$ cat config.mk
export PLATFORM = sky130hd
export DESIGN_NAME = aes_stream_ctrl
export DESIGN_NICKNAME = d
export VERILOG_FILES = /design/src/rtl/aes_stream_ctrl.sv
export SDC_FILE = /design/constraint.sdc
export NUM_CORES = 1
export LEC_CHECK = 0
export BUFFER_PORTS_ARGS = -buffer_cell sky130_fd_sc_hd__buf_2
export CAP_MARGIN = 40
export CORE_ASPECT_RATIO = 2
export CORE_MARGIN = 2
export CORE_UTILIZATION = 40
export CTS_CLUSTER_SIZE = 20
export DETAILED_ROUTE_END_ITERATION = 8
export PLACE_DENSITY_LB_ADDON = 0.12
export SLEW_MARGIN = 20
export SYNTH_ARGS = -nofsm -noshare
export SYNTH_HDL_FRONTEND = slang
export SYNTH_SLANG_ARGS = --single-unit
$ cat constraint.sdc
create_clock -name clk_i -period 3.6 [get_ports clk_i]
set_input_delay 1.08 -clock clk_i [delete_from_list [all_inputs] [get_ports clk_i]]
set_output_delay 1.08 -clock clk_i [all_outputs]
set_load 0.05 [all_outputs]
$ cat src/rtl/aes_stream_ctrl.sv
// Job sequencer for the AES HWPE 128-to-32-bit unstacker: admits a programmed number of
// blocks, counts emitted words, pulses done. Define AES_CTRL_TIMEOUT_EN to add the watchdog.
module aes_stream_ctrl #(
    parameter int unsigned NB_W           = 16,
    parameter int unsigned TIMEOUT_CYCLES = 1024
) (
    input  logic            clk_i,
    input  logic            rst_ni,
    input  logic            clr_i,
    input  logic            start_i,
    input  logic [NB_W-1:0] nblocks_i,
    input  logic            src_valid_i,
    output logic            src_ready_o,
    output logic            blk_valid_o,
    input  logic            blk_ready_i,
    input  logic            word_valid_i,
    input  logic            word_ready_i,
    output logic            enable_o,
    output logic            clr_o,
    output logic            busy_o,
    output logic            done_o,
    output logic            err_o,
    output logic [NB_W-1:0] blk_cnt_o,
    output logic [NB_W+1:0] word_cnt_o
);

    localparam int unsigned WC_W = NB_W + 2;

    // The watchdog compares against TIMEOUT_CYCLES-2, so smaller limits are meaningless.
    if (TIMEOUT_CYCLES < 2) begin : g_tmo_range
        $error("aes_stream_ctrl: TIMEOUT_CYCLES must be at least 2");
    end

    typedef enum logic [1:0] {
        IDLE  = 2'd0,
        CLEAR = 2'd1,
        RUN   = 2'd2,
        DONE  = 2'd3
    } state_e;

    state_e          state_q;
    logic [NB_W-1:0] nblocks_q;
    logic [NB_W-1:0] blk_cnt_q;
    logic [WC_W-1:0] word_cnt_q;
    logic            enable_q;
    logic            busy_q;
    logic            done_q;
    logic            clr_q;

    logic            gate_open;
    logic            blk_hs;
    logic            word_hs;
    logic            last_word;
    logic            timeout;
    logic [WC_W-1:0] last_word_idx;

    // Block gate is purely combinational so the stream sees no added latency.
    assign gate_open     = (state_q == RUN) && (blk_cnt_q < nblocks_q);
    assign blk_valid_o   = gate_open & src_valid_i;
    assign src_ready_o   = gate_open & blk_ready_i;
    assign blk_hs        = blk_valid_o & blk_ready_i;
    assign word_hs       = (state_q == RUN) & word_valid_i & word_ready_i;
    assign last_word_idx = {nblocks_q, 2'b00} - WC_W'(1);
    assign last_word     = word_hs && (word_cnt_q == last_word_idx);

`ifdef AES_CTRL_TIMEOUT_EN
    localparam int unsigned WD_W = $clog2(TIMEOUT_CYCLES) + 1;

    logic [WD_W-1:0] wdog_q;
    logic            err_q;

    // Fires on the cycle the idle count would reach TIMEOUT_CYCLES-1.
    assign timeout = (state_q == RUN) && !blk_hs && !word_hs &&
                     (wdog_q == WD_W'(TIMEOUT_CYCLES - 2));

    always_ff @(posedge clk_i or negedge rst_ni) begin
        if (!rst_ni) begin
            wdog_q <= '0;
        end else if (clr_i || (state_q != RUN) || blk_hs || word_hs) begin
            wdog_q <= '0;
        end else begin
            wdog_q <= wdog_q + WD_W'(1);
        end
    end

    always_ff @(posedge clk_i or negedge rst_ni) begin
        if (!rst_ni) begin
            err_q <= 1'b0;
        end else if (clr_i || ((state_q == IDLE) && start_i)) begin
            err_q <= 1'b0;
        end else if (timeout) begin
            err_q <= 1'b1;
        end
    end

    assign err_o = err_q;
`else
    assign timeout = 1'b0;
    assign err_o   = 1'b0;
`endif

    // Sequencer; flag registers are loaded with the values of the state being entered.
    always_ff @(posedge clk_i or negedge rst_ni) begin
        if (!rst_ni) begin
            state_q    <= IDLE;
            nblocks_q  <= '0;
            blk_cnt_q  <= '0;
            word_cnt_q <= '0;
            enable_q   <= 1'b0;
            busy_q     <= 1'b0;
            done_q     <= 1'b0;
            clr_q      <= 1'b0;
        end else if (clr_i) begin
            state_q    <= IDLE;
            blk_cnt_q  <= '0;
            word_cnt_q <= '0;
            enable_q   <= 1'b0;
            busy_q     <= 1'b0;
            done_q     <= 1'b0;
            clr_q      <= 1'b0;
        end else begin
            enable_q <= 1'b0;
            done_q   <= 1'b0;
            clr_q    <= 1'b0;
            case (state_q)
                IDLE: begin
                    if (start_i) begin
                        nblocks_q  <= nblocks_i;
                        blk_cnt_q  <= '0;
                        word_cnt_q <= '0;
                        busy_q     <= 1'b1;
                        if (nblocks_i == '0) begin
                            state_q <= DONE;
                            done_q  <= 1'b1;
                        end else begin
                            state_q <= CLEAR;
                            clr_q   <= 1'b1;
                        end
                    end
                end
                CLEAR: begin
                    state_q  <= RUN;
                    enable_q <= 1'b1;
                end
                RUN: begin
                    if (blk_hs) begin
                        blk_cnt_q <= blk_cnt_q + NB_W'(1);
                    end
                    if (word_hs) begin
                        word_cnt_q <= word_cnt_q + WC_W'(1);
                    end
                    if (last_word || timeout) begin
                        state_q <= DONE;
                        done_q  <= 1'b1;
                    end else begin
                        enable_q <= 1'b1;
                    end
                end
                DONE: begin
                    state_q <= IDLE;
                    busy_q  <= 1'b0;
                end
                default: begin
                    state_q <= IDLE;
                    busy_q  <= 1'b0;
                end
            endcase
        end
    end

    assign enable_o   = enable_q;
    assign busy_o     = busy_q;
    assign done_o     = done_q;
    assign clr_o      = clr_q | clr_i;
    assign blk_cnt_o  = blk_cnt_q;
    assign word_cnt_o = word_cnt_q;

endmodule

==> impl_metrics.csv <==
group,metric,value,unit
critical_path,rr_worst_depth,9,
timing,final_max_slew_viol_count,0,
placement,io_buffers,63,
logic_synthesis,yosys_warnings,0,
final_layout,finalNonFillerCells,668,
critical_path,regToRegSetupSlack,0.43,ns
placement,pre_cts_ws,0.339,ns
final_layout,layout_commonest_cell,"buf_2",
timing,skew,0.00554,ns
timing,timing_hold_violations_final,0,
logic_synthesis,ys_seq_area_share,34.6,%
clock_network,cts_tree,"yes",
timing,setup_ws,0.146,ns
clock_network,insertion_delay,0.30,ns
logic_synthesis,muxShareOfSynthArea,4.73,%
floorplanning,start_util,40.4,%
grt,antenna_found_initial,0,
logic_synthesis,synth_area_per_cell,8.73,µm²
pwr,ir_drop,0.261,mV
logic_synthesis,synth-xor-area-share,5.62,%
timing,relSlewSlack,51.8,%
grt,grt-ovfl-total,0,
logic_synthesis,synth-edff-count,0,
critical_path,critPathLaunchType,"flip-flop",
logic_synthesis,synth_cells,464,
routing,drcViolationCount,0,
routing,drtAntennaViolNets,0,
timing,setup_viol,0,
worst_hold_path,hold_path_depth,2,
grt,grt_pass1_wl,20400,µm
final_layout,diodes,0,
floorplanning,dieArea,11000,µm²
routing,routedWlPerCell,19.0,µm
worst_hold_path,min_to,"busy_o$_DFFE_PN0P_",
grt,track_usage,24.4,%
floorplanning,core,10000,µm²
critical_path,required,2.52,ns
clock_network,clockBufferDepth,2,
floorplanning,die_h,146,µm
clock_network,numCtsBuffers,5,
timing,period_needed,3.45,ns
clock_network,clk_pin_slew,0.08,ns
pwr,power.density,593,nW/µm²
timing,rsz0062_at_grt,"false",
placement,place_congestion,0.950,
routing,first_iter_violations,186,
floorplanning,rows,52,
placement,dp.final_hpwl,10100,µm
floorplanning,fp.dieW,75.2,µm
logic_synthesis,synthArstFlopShare,100,%
critical_path,r2r_end,"state_q[1]$_DFFE_PN0P_",
logic_synthesis,synth_nets,510,
clock_network,post_cts_buffers,0,
final_layout,syn2layout_area_growth,18.0,%
clock_network,cts_hold_buf,0,
timing,tightest_slew,0.722,ns
timing,period_share,96.0,%
outcome,status,"completed",
logic_synthesis,synth_compound_area_share,17.2,%
logic_synthesis,synth-main-ff-cell,"dfrtp_1",
critical_path,cp.arrival,2.37,ns
final_layout,nets,578,
grt,grt_start_max_net_pins,32,
timing,final.setup.tns,0,ns
placement,place_inst,660,
logic_synthesis,synth_top_family_by_area,"simple AND/OR/NAND/NOR gates",
logic_synthesis,synth_cell_type_count,65,
pwr,p_leak,2.25,nW
flow_run,maxCapViolCount,0,
floorplanning,ioPinCount,65,
worst_hold_path,hold_start,"busy_o$_DFFE_PN0P_",
logic_synthesis,syn-cell-area,4050,µm²
critical_path,r2r_start,"nblocks_q[0]$_DFFE_PN0P_",
final_layout,drive_gt1_share,23.3,%
critical_path,endpoint_kind,"output port",
pwr,total_power,2.84,mW
worst_hold_path,min_path_type,"flip-flop to flip-flop",
logic_synthesis,synth.ff_latch_count,56,
routing,first_pass_iters,4,
logic_synthesis,synthAdderAreaFrac,6.79,%
routing,wirelength,12700,µm
clock_network,cts.root.buffer_cell,"clkbuf_16",
critical_path,critical_path_class,"flip-flop to output port",
final_layout,layout_common_cells,"buf_2, dfrtp_1, nand2_1, nor2_1, inv_1",
critical_path,cp_max_fo,7,
timing,max_clock_freq,289,MHz
routing,vias_per_cell,5.77,
clock_network,clock_sinks,56,
clock_network,htree_levels,2,
logic_synthesis,yosys.area_share.simple,25.9,%
grt,first_global_vias,3923,
routing,routed-via-count,3857,
[metal layers]
metal	vias up	GRT usage [%]	share of wire [%]
met4	0	14.9	6.1
li1	1848	-	-
met1	1860	24.9	34
met3	38	2.97	3.5
met2	111	44.4	56
met5	-	0	0
[state kept, by name, summed over array words and instances, names as in the netlist]
| signal | cells |
|---|---|
| state_q | 2 |
| blk_cnt_o | 16 |
| busy_o | 1 |
| done_o | 1 |
| clr_q | 1 |
| enable_o | 1 |
| nblocks_q | 16 |
| word_cnt_o | 18 |
[synthesized netlist by cell type, drive strengths merged (4+ instances only)]
| cell type | count | area share [%] |
|---|---|---|
| a31oi | 6 | 0.93 |
| inv | 25 | 2.3 |
| a211o | 4 | 0.86 |
| mux2 | 17 | 4.7 |
| o211ai | 10 | 1.9 |
| clkbuf | 15 | 1.4 |
| nand3 | 16 | 2.0 |
| a21oi | 12 | 1.5 |
| ha | 22 | 6.8 |
| o21ai | 23 | 2.8 |
| or4 | 6 | 1.2 |
| dfrtp | 56 | 35 |
| xor2 | 13 | 2.8 |
| nor4 | 16 | 2.8 |
| nand4 | 18 | 2.8 |
| buf | 8 | 1.3 |
| a21o | 5 | 0.93 |
| or3 | 8 | 1.2 |
| nand2b | 6 | 0.93 |
| and3 | 7 | 1.1 |
| and2 | 5 | 0.77 |
| or2 | 4 | 0.62 |
| nor3 | 15 | 1.9 |
| xnor2 | 13 | 2.8 |
| nand2 | 43 | 4.0 |
| nor2 | 40 | 4.1 |
[final cells by class]
class | instances | area (µm²)
repair buffers | 84 | 490
multi-input cells | 360 | 2450
fillers | 1012 | 5240
inverters | 25 | 93.8
flip-flops and latches | 56 | 1400
clock buffers | 5 | 125
clock inverters | 3 | 47.5
well taps | 135 | 169
[worst max-delay path, cell delays in order, from the launching register on]
cell and delay [ns]:
dfrtp_1 0.47, ha_1 0.34, a21o_1 0.16, a21o_1 0.17
a21oi_1 0.15, o2111a_1 0.26, o211ai_1 0.18, inv_1 0.11
clkbuf_4 0.23
[worst max-delay path by stage]
stage,from,endpoint,slack [ns],cells past startpoint
global placement,blk_cnt_o[1]$_DFFE_PN0P_,src_ready_o,0.36,8
detailed placement,nblocks_q[1]$_DFFE_PN0P_,src_ready_o,0.34,9
finish,blk_cnt_o[9]$_DFFE_PN0P_,blk_valid_o,0.15,8
floorplan,blk_cnt_o[1]$_DFFE_PN0P_,blk_valid_o,0.02,7
global route,nblocks_q[1]$_DFFE_PN0P_,blk_valid_o,0.03,8
CTS,nblocks_q[1]$_DFFE_PN0P_,blk_valid_o,0.009,8
[report_power, final]
group	total, mW	switching [mW]	internal [mW]
logic	1.33	0.798	0.537
clock network	0.585	0.253	0.332
registers	0.918	0.175	0.743
total	2.84	1.23	1.61
[per-stage QoR]
stage	hold slack (ns)	instance area (µm²)	utilization, %
after floorplan	0.539	4050	-
after global placement	0.500	4590	45.8
after detailed placement	0.506	4600	45.9
after CTS	0.524	4770	47.6
after global routing	0.553	4780	47.7
final	0.515	4780	47.7
[repair_timing]
item,CTS,global route
pin swaps,0,0
endpoints found under the setup margin,1,2
resized for setup,1,3
[kinds of logic after synthesis]
group                      count (synthesis)
and+or+nand+nor                          197
AOI/OAI and AO/OA                         97
DFF                                       56
buffers and inverters                     48
xor gates and xnor gates                  26
adders and majority gates                 22
muxes                                     17
other                                      1
Note: power is estimated with default switching activity, not from simulation.
